**src/rtl/chip_bus_mem_ctrl.sv**
```systemverilog
// Burst controller between the chip_bus cache and a single-port synchronous SRAM.
// Optional parity on the data paths is enabled with `define CHIP_BUS_MEM_PARITY_EN.
module chip_bus_mem_ctrl #(
  parameter int ADDR_W      = 16,
  parameter int DATA_W      = 32,
  parameter int BEATS       = 4,
  parameter int WAIT_STATES = 2
) (
  input  logic              clock,
  input  logic              resetN,
  input  logic              req_valid,
  output logic              req_ready,
  input  logic              req_write,
  input  logic [ADDR_W-1:0] req_addr,
  input  logic [DATA_W-1:0] wdata,
  input  logic              wdata_valid,
  output logic              wdata_ready,
  output logic [DATA_W-1:0] rdata,
  output logic              rdata_valid,
  input  logic              rdata_ready,
  output logic              rdata_last,
  output logic              mem_cs,
  output logic              mem_we,
  output logic [ADDR_W-1:0] mem_addr,
  output logic [DATA_W-1:0] mem_wdata,
  input  logic [DATA_W-1:0] mem_rdata,
  output logic              busy
`ifdef CHIP_BUS_MEM_PARITY_EN
  ,
  output logic              rdata_par,
  input  logic              wdata_par,
  output logic              par_err
`endif
);

  localparam int OFS_W  = $clog2(BEATS);
  localparam int WCNT_W = (WAIT_STATES > 1) ? $clog2(WAIT_STATES) : 1;

  typedef enum logic [2:0] {IDLE, WAIT, ACCESS, RESP, WDATA} state_t;

  localparam state_t BEAT_START = (WAIT_STATES > 0) ? WAIT : ACCESS;

  state_t              r_state;
  state_t              w_next;
  logic                r_write;
  logic [ADDR_W-1:0]   r_addr;
  logic [OFS_W-1:0]    r_beat;
  logic [WCNT_W-1:0]   r_wait_cnt;
  logic                r_mem_cs;
  logic                r_mem_we;
  logic [ADDR_W-1:0]   r_mem_addr;
  logic [DATA_W-1:0]   r_mem_wdata;
  logic [DATA_W-1:0]   r_rdata;
  logic                r_resp_first;

  logic                w_accept;
  logic                w_wr_beat;
  logic                w_last_beat;
  logic                w_dir_write;
  logic [ADDR_W-1:0]   w_src_addr;
  logic [OFS_W-1:0]    w_src_beat;
  logic [OFS_W-1:0]    w_ofs;
  logic [ADDR_W-1:0]   w_beat_addr;

  assign w_accept    = req_valid && (r_state == IDLE);
  assign w_wr_beat   = (r_state == WDATA) && wdata_valid;
  assign w_last_beat = (r_beat == OFS_W'(BEATS - 1));
  assign w_dir_write = (r_state == IDLE) ? req_write : r_write;

  // From IDLE the first access may be issued straight from the request inputs.
  assign w_src_addr  = (r_state == IDLE) ? req_addr : r_addr;
  assign w_src_beat  = (r_state == IDLE) ? '0 : r_beat;
  assign w_ofs       = w_src_addr[OFS_W-1:0] + w_src_beat;
  assign w_beat_addr = {w_src_addr[ADDR_W-1:OFS_W], w_ofs};

  always_comb begin
    w_next = r_state;
    case (r_state)
      IDLE:   if (w_accept) w_next = req_write ? WDATA : BEAT_START;
      WAIT:   if (r_wait_cnt == WCNT_W'(WAIT_STATES - 1)) w_next = ACCESS;
      ACCESS: begin
        if (r_write) w_next = w_last_beat ? IDLE : WDATA;
        else         w_next = RESP;
      end
      RESP:   if (rdata_ready) w_next = w_last_beat ? IDLE : BEAT_START;
      WDATA:  if (wdata_valid) w_next = BEAT_START;
      default: w_next = IDLE;
    endcase
  end

  always_ff @(posedge clock) begin
    if (!resetN) begin
      r_state      <= IDLE;
      r_write      <= 1'b0;
      r_addr       <= '0;
      r_beat       <= '0;
      r_wait_cnt   <= '0;
      r_mem_cs     <= 1'b0;
      r_mem_we     <= 1'b0;
      r_mem_addr   <= '0;
      r_mem_wdata  <= '0;
      r_rdata      <= '0;
      r_resp_first <= 1'b0;
    end else begin
      r_state <= w_next;
      if (w_accept) begin
        r_write <= req_write;
        r_addr  <= req_addr;
        r_beat  <= '0;
      end else if (((r_state == RESP) && rdata_ready) ||
                   ((r_state == ACCESS) && r_write)) begin
        r_beat <= r_beat + 1'b1;
      end
      r_wait_cnt <= (r_state == WAIT) ? r_wait_cnt + 1'b1 : '0;
      r_mem_cs   <= (w_next == ACCESS);
      r_mem_we   <= (w_next == ACCESS) && w_dir_write;
      if (w_next == ACCESS) r_mem_addr <= w_beat_addr;
      if (w_wr_beat) r_mem_wdata <= wdata;
      // SRAM data arrives in the first RESP cycle; it is held here for stalls.
      r_resp_first <= (w_next == RESP) && (r_state != RESP);
      if (r_resp_first) r_rdata <= mem_rdata;
    end
  end

  assign req_ready   = (r_state == IDLE);
  assign busy        = (r_state != IDLE);
  assign wdata_ready = (r_state == WDATA);
  assign rdata_valid = (r_state == RESP);
  assign rdata_last  = (r_state == RESP) && w_last_beat;
  assign rdata       = r_resp_first ? mem_rdata : r_rdata;
  assign mem_cs      = r_mem_cs;
  assign mem_we      = r_mem_we;
  assign mem_addr    = r_mem_addr;
  assign mem_wdata   = r_mem_wdata;

`ifdef CHIP_BUS_MEM_PARITY_EN
  logic r_par_err;

  always_ff @(posedge clock) begin
    if (!resetN) begin
      r_par_err <= 1'b0;
    end else if (w_wr_beat && ((^wdata) != wdata_par)) begin
      r_par_err <= 1'b1;
    end
  end

  assign rdata_par = ^rdata;
  assign par_err   = r_par_err;
`endif

endmodule
```
**config.mk**
```make
export PLATFORM = sky130hd
export DESIGN_NAME = chip_bus_mem_ctrl
export DESIGN_NICKNAME = d
export VERILOG_FILES = /design/src/rtl/chip_bus_mem_ctrl.sv
export SDC_FILE = /design/constraint.sdc
export NUM_CORES = 1
export LEC_CHECK = 0
export BUFFER_PORTS_ARGS = -buffer_cell sky130_fd_sc_hd__buf_2
export CAP_MARGIN = 30
export CORE_ASPECT_RATIO = 0.6
export CORE_UTILIZATION = 48
export DETAILED_ROUTE_END_ITERATION = 8
export PLACE_DENSITY = 0.8
export SYNTH_ARGS = -nofsm -noshare
export SYNTH_HDL_FRONTEND = slang
export SYNTH_SLANG_ARGS = --single-unit
```
**constraint.sdc**
```tcl
create_clock -name clock -period 1.9 [get_ports clock]
set_input_delay 0.285 -clock clock [delete_from_list [all_inputs] [get_ports clock]]
set_output_delay 0.285 -clock clock [all_outputs]
set_load 0.01 [all_outputs]
```
==> reports/summary.md <==
The worst setup path is of the reg2out kind. The worst register-to-register path has a depth of 5. For the flop-to-flop setup slack, the log shows 190 ps.

The count of cell types in the netlist was 37; the sum of negative setup slack was 0 ps. A synthesized cell averages 9.45 sq um. The number of failing setup endpoints in the final timing report is 0, and the count of antenna-violating nets left after detailed routing is 0.

The number of antenna repair diodes was 0. TritonCTS built the clock tree. By area the synthesized netlist is led by dfxtp_1 50%, nand2_1 12%, a21boi_0 7.6%, mux2_2 7.4%, and2_1 5.3%. The die area came out at 0.00923 sq mm. Class of the tightest hold or removal check: in2reg. The initial utilization of the core area, before any placement, comes to 49.6%.

The clock-pin slew on the worst setup and hold paths is 70 ps. Entering global routing, the biggest net connects 33 pins. The startpoint of the worst-slack reg-to-reg timing path is r_state[1]. TritonCTS created 9 clock buffers. For the total global routing track utilization, the log shows 20.2%. The run gives 537 as the post-synth net total. The total count of hold-check failures in the final report is 0, and the detailed router's first-iteration violation count is 173. First-pass GRT wire length: 14,400 um. Dividing total power by cell area gives a power density of 812 mW/mm^2. The congestion estimate from routability-driven global placement came to 0.774. The floorplan has 26 rows.

The H-tree generated during clock tree synthesis spans 3 levels. The later pin in the worst-skew pair is clocked with a latency of 340 ps. The data arrival time at the worst-slack endpoint was 1490 ps. Number of ports placed on the die boundary: 173. The static leakage is 0.00251 uW.

The worst hold path endpoint was mem_wdata[7]. The worst setup path is captured at an output pin. Along the worst path, the maximum fanout reaches 22. Of the cells placed in the final design, the portion with a size suffix greater than 1 is 39.0%. For this run, the detailed router's first-pass iteration total came to 4. The max-cap check violation count is 0. In this run the tightest slew margin relative to its limit is 62.7%.

The floorplan die width came out at 123 um. The post-CTS repair timing setup buffer count was 0; the average vias per placed instance was 4.81. The maximum clock path buffer count is 2.

The share of synthesized area in the top cell type comes to 50.0%. Of the synthesized area, sequential elements account for 50.0%. For the required time at the endpoint of the critical path, the log shows 1620 ps.

Capture point of the worst reg-to-reg path: mem_addr[1]. The DRC violation count after routing came out at 0. In the final design database the tool counted 698 nets.

The count of mapped cells out of synthesis was 449. The Yosys warning count came out at 0. Dividing the detail-routed wire length by the instance count gives 12.8 um.

Relative to the synthesized area, the layout overhead comes to 27.6%. Setup repair after global routing left no endpoint under its margin. The final cycle utilization of the critical path was 93.5%; the achievable clock frequency was 0.563 GHz. The run finished with clean final reports. The startpoint identified for the worst hold timing path is wdata[7]. The time the worst path needs with I/O delays and setup is 1780 ps, and the area inside the core boundary is 0.00856 sq mm. The via count of the first global-routing pass came out at 3,128. At the end of the flow the core is filled with cells to 63.3%.

Summed over all layers, the global routing overflow is 0. The maximum vdd ir drop was 0.495 mV. The CTS root buffer was clkbuf_16. After detailed routing, the total wire length is 9320 um. Summed over all nets, the half-perimeter wirelength after detailed placement is 6980 um. The TritonCTS sink count was 106; the slew at the pin closest to its max-slew limit was 559 ps.

Final number of max-transition violations: 0. The number of buffers added on ports is 172, and the vertical die dimension is 74.8 um. The maximum clock skew at final layout is 7.14 ps, and the detailed-route via count is 3,496. The number of antenna violations at the first check in global routing came out at 0.

Most area-hungry cell type in the Yosys netlist: dfxtp_1. After synthesis the cells add up to 0.00424 sq mm. The worst setup path is launched from a flop. The worst hold path was traced through 3 stages. In this run, synthesis produced a sequential element count of 106.
==> stage by stage <==
| stage | hold WS [ps] | instance area (sq um) | total power (uW) | setup slack [ps] | std cells |
|---|---|---|---|---|---|
| 2_1_floorplan | 390 | 4240 | 2620 | 200 | 449 |
| 3_3_place_gp | 403 | 5140 | 2770 | 257 | 711 |
| 3_5_place_dp | 405 | 5140 | 2780 | 176 | 711 |
| 4_1_cts | 169 | 5410 | 4450 | 36.5 | 727 |
| 5_1_grt | 177 | 5410 | 4600 | 15.8 | 727 |
| 6_report | 181 | 5410 | 4390 | 124 | 727 |
==> state kept, by name, summed over array words and instances, names as in the netlist <==
name	count
mem_addr	16
mem_cs	1
mem_wdata	32
mem_we	1
r_addr	16
r_beat	2
r_rdata	32
r_resp_first	1
r_state	3
r_wait_cnt	1
r_write	1
==> worst max-delay path: stages, from the launching register on <==
cell and delay (ps):
dfxtp_1 340, buf_4 280, mux2_2 380, buf_2 140
==> logic make-up after synthesis <==
logic type                 count (synthesis)  share of synthesized area, %
DFF                                      106                          50.0
buffers and inverters                     35                          4.57
muxes                                     36                          9.47
adders and majority gates                  2                         0.590
AOI/OAI and AO/OA                         75                          13.8
and+or+nand+nor                          192                          20.9
xor gates and xnor gates                   3                         0.619
==> report_power, final <==
| group | total (uW) | internal (uW) | switching (uW) |
|---|---|---|---|
| sequential | 2320 | 2280 | 41.5 |
| combinational | 411 | 197 | 214 |
| clock | 1660 | 885 | 777 |
| total | 4390 | 3360 | 1030 |
==> cells in the final DEF, fill, tap and decap left out, types with 2 or more instances in the layout <==
cell	instances
nand2b_1	2
buf_2	172
mux2_1	5
clkinv_2	3
a21boi_0	43
nor2_1	5
ha_1	2
clkbuf_1	2
mux2i_1	3
mux2_2	28
o21ai_0	2
nor2b_1	7
dfxtp_1	105
and2_1	35
inv_1	4
and3_1	2
clkbuf_16	9
nand2_1	132
a21boi_1	11
a21oi_1	3
nand2_2	2
a21boi_2	10
xor2_1	2
buf_4	8
==> cell type report <==
cell class / instances / area [sq um]
well taps: 112 / 140
clock buffers: 11 / 233
multi-input cells: 308 / 1930
flip-flops and latches: 106 / 2120
clock inverters: 5 / 31.3
inverters: 4 / 15.0
repair buffers: 181 / 941
fillers: 741 / 3140
==> worst max-delay path by stage <==
| stage | endpoint | cells past startpoint | slack [ps] | from |
|---|---|---|---|---|
| 3_5_place_dp | mem_addr[4] | 4 | 180 | r_state[1] |
| 3_3_place_gp | mem_addr[1] | 5 | 260 | r_state[1] |
| 4_1_cts | rdata_valid | 3 | 40 | r_state[0] |
| 2_1_floorplan | mem_addr[1] | 6 | 200 | r_state[2] |
| 5_1_grt | busy | 4 | 20 | r_state[1] |
| 6_report | rdata[11] | 3 | 120 | r_resp_first |
==> per-layer routing <==
metal	wire length (um)	part of all wire [%]	track usage, %	vias up
met5	0	0	0	-
met4	44	0.47	5.49	0
met3	713	7.6	7.65	5
met2	4330	46	34.1	127
met1	4240	45	24.5	1583
li1	-	-	-	1781
==> timing repair <==
item | 4_1_cts | 5_1_grt
resized for setup | 0 | 3
hold buffers | 0 | 0
setup endpoints to repair | 0 | 7
==> synth_stat cells <==
cell type,instances
nor3b_2,1
dfxtp_1,106
clkbuf_1,16
xor2_1,2
nor2b_1,7
nand2b_1,2
nor3b_4,1
o22ai_1,1
a221o_1,1
inv_1,4
nor2_1,5
buf_2,5
nand2_1,133
a21boi_0,43
nor3b_1,1
xnor2_1,1
a21boi_1,11
ha_1,2
buf_4,6
a22oi_1,1
mux2i_1,3
o21ai_0,2
nor3_4,1
o21ai_1,1
and2_1,36
buf_8,1
buf_6,3
mux2_2,28
a21oi_1,3
nand2_2,1
a311oi_1,1
nand3_1,1
nor4b_1,1
and3_1,2
a31oi_1,1
a21boi_2,10
mux2_1,5
No activity file was read; power rests on OpenSTA's default activity.
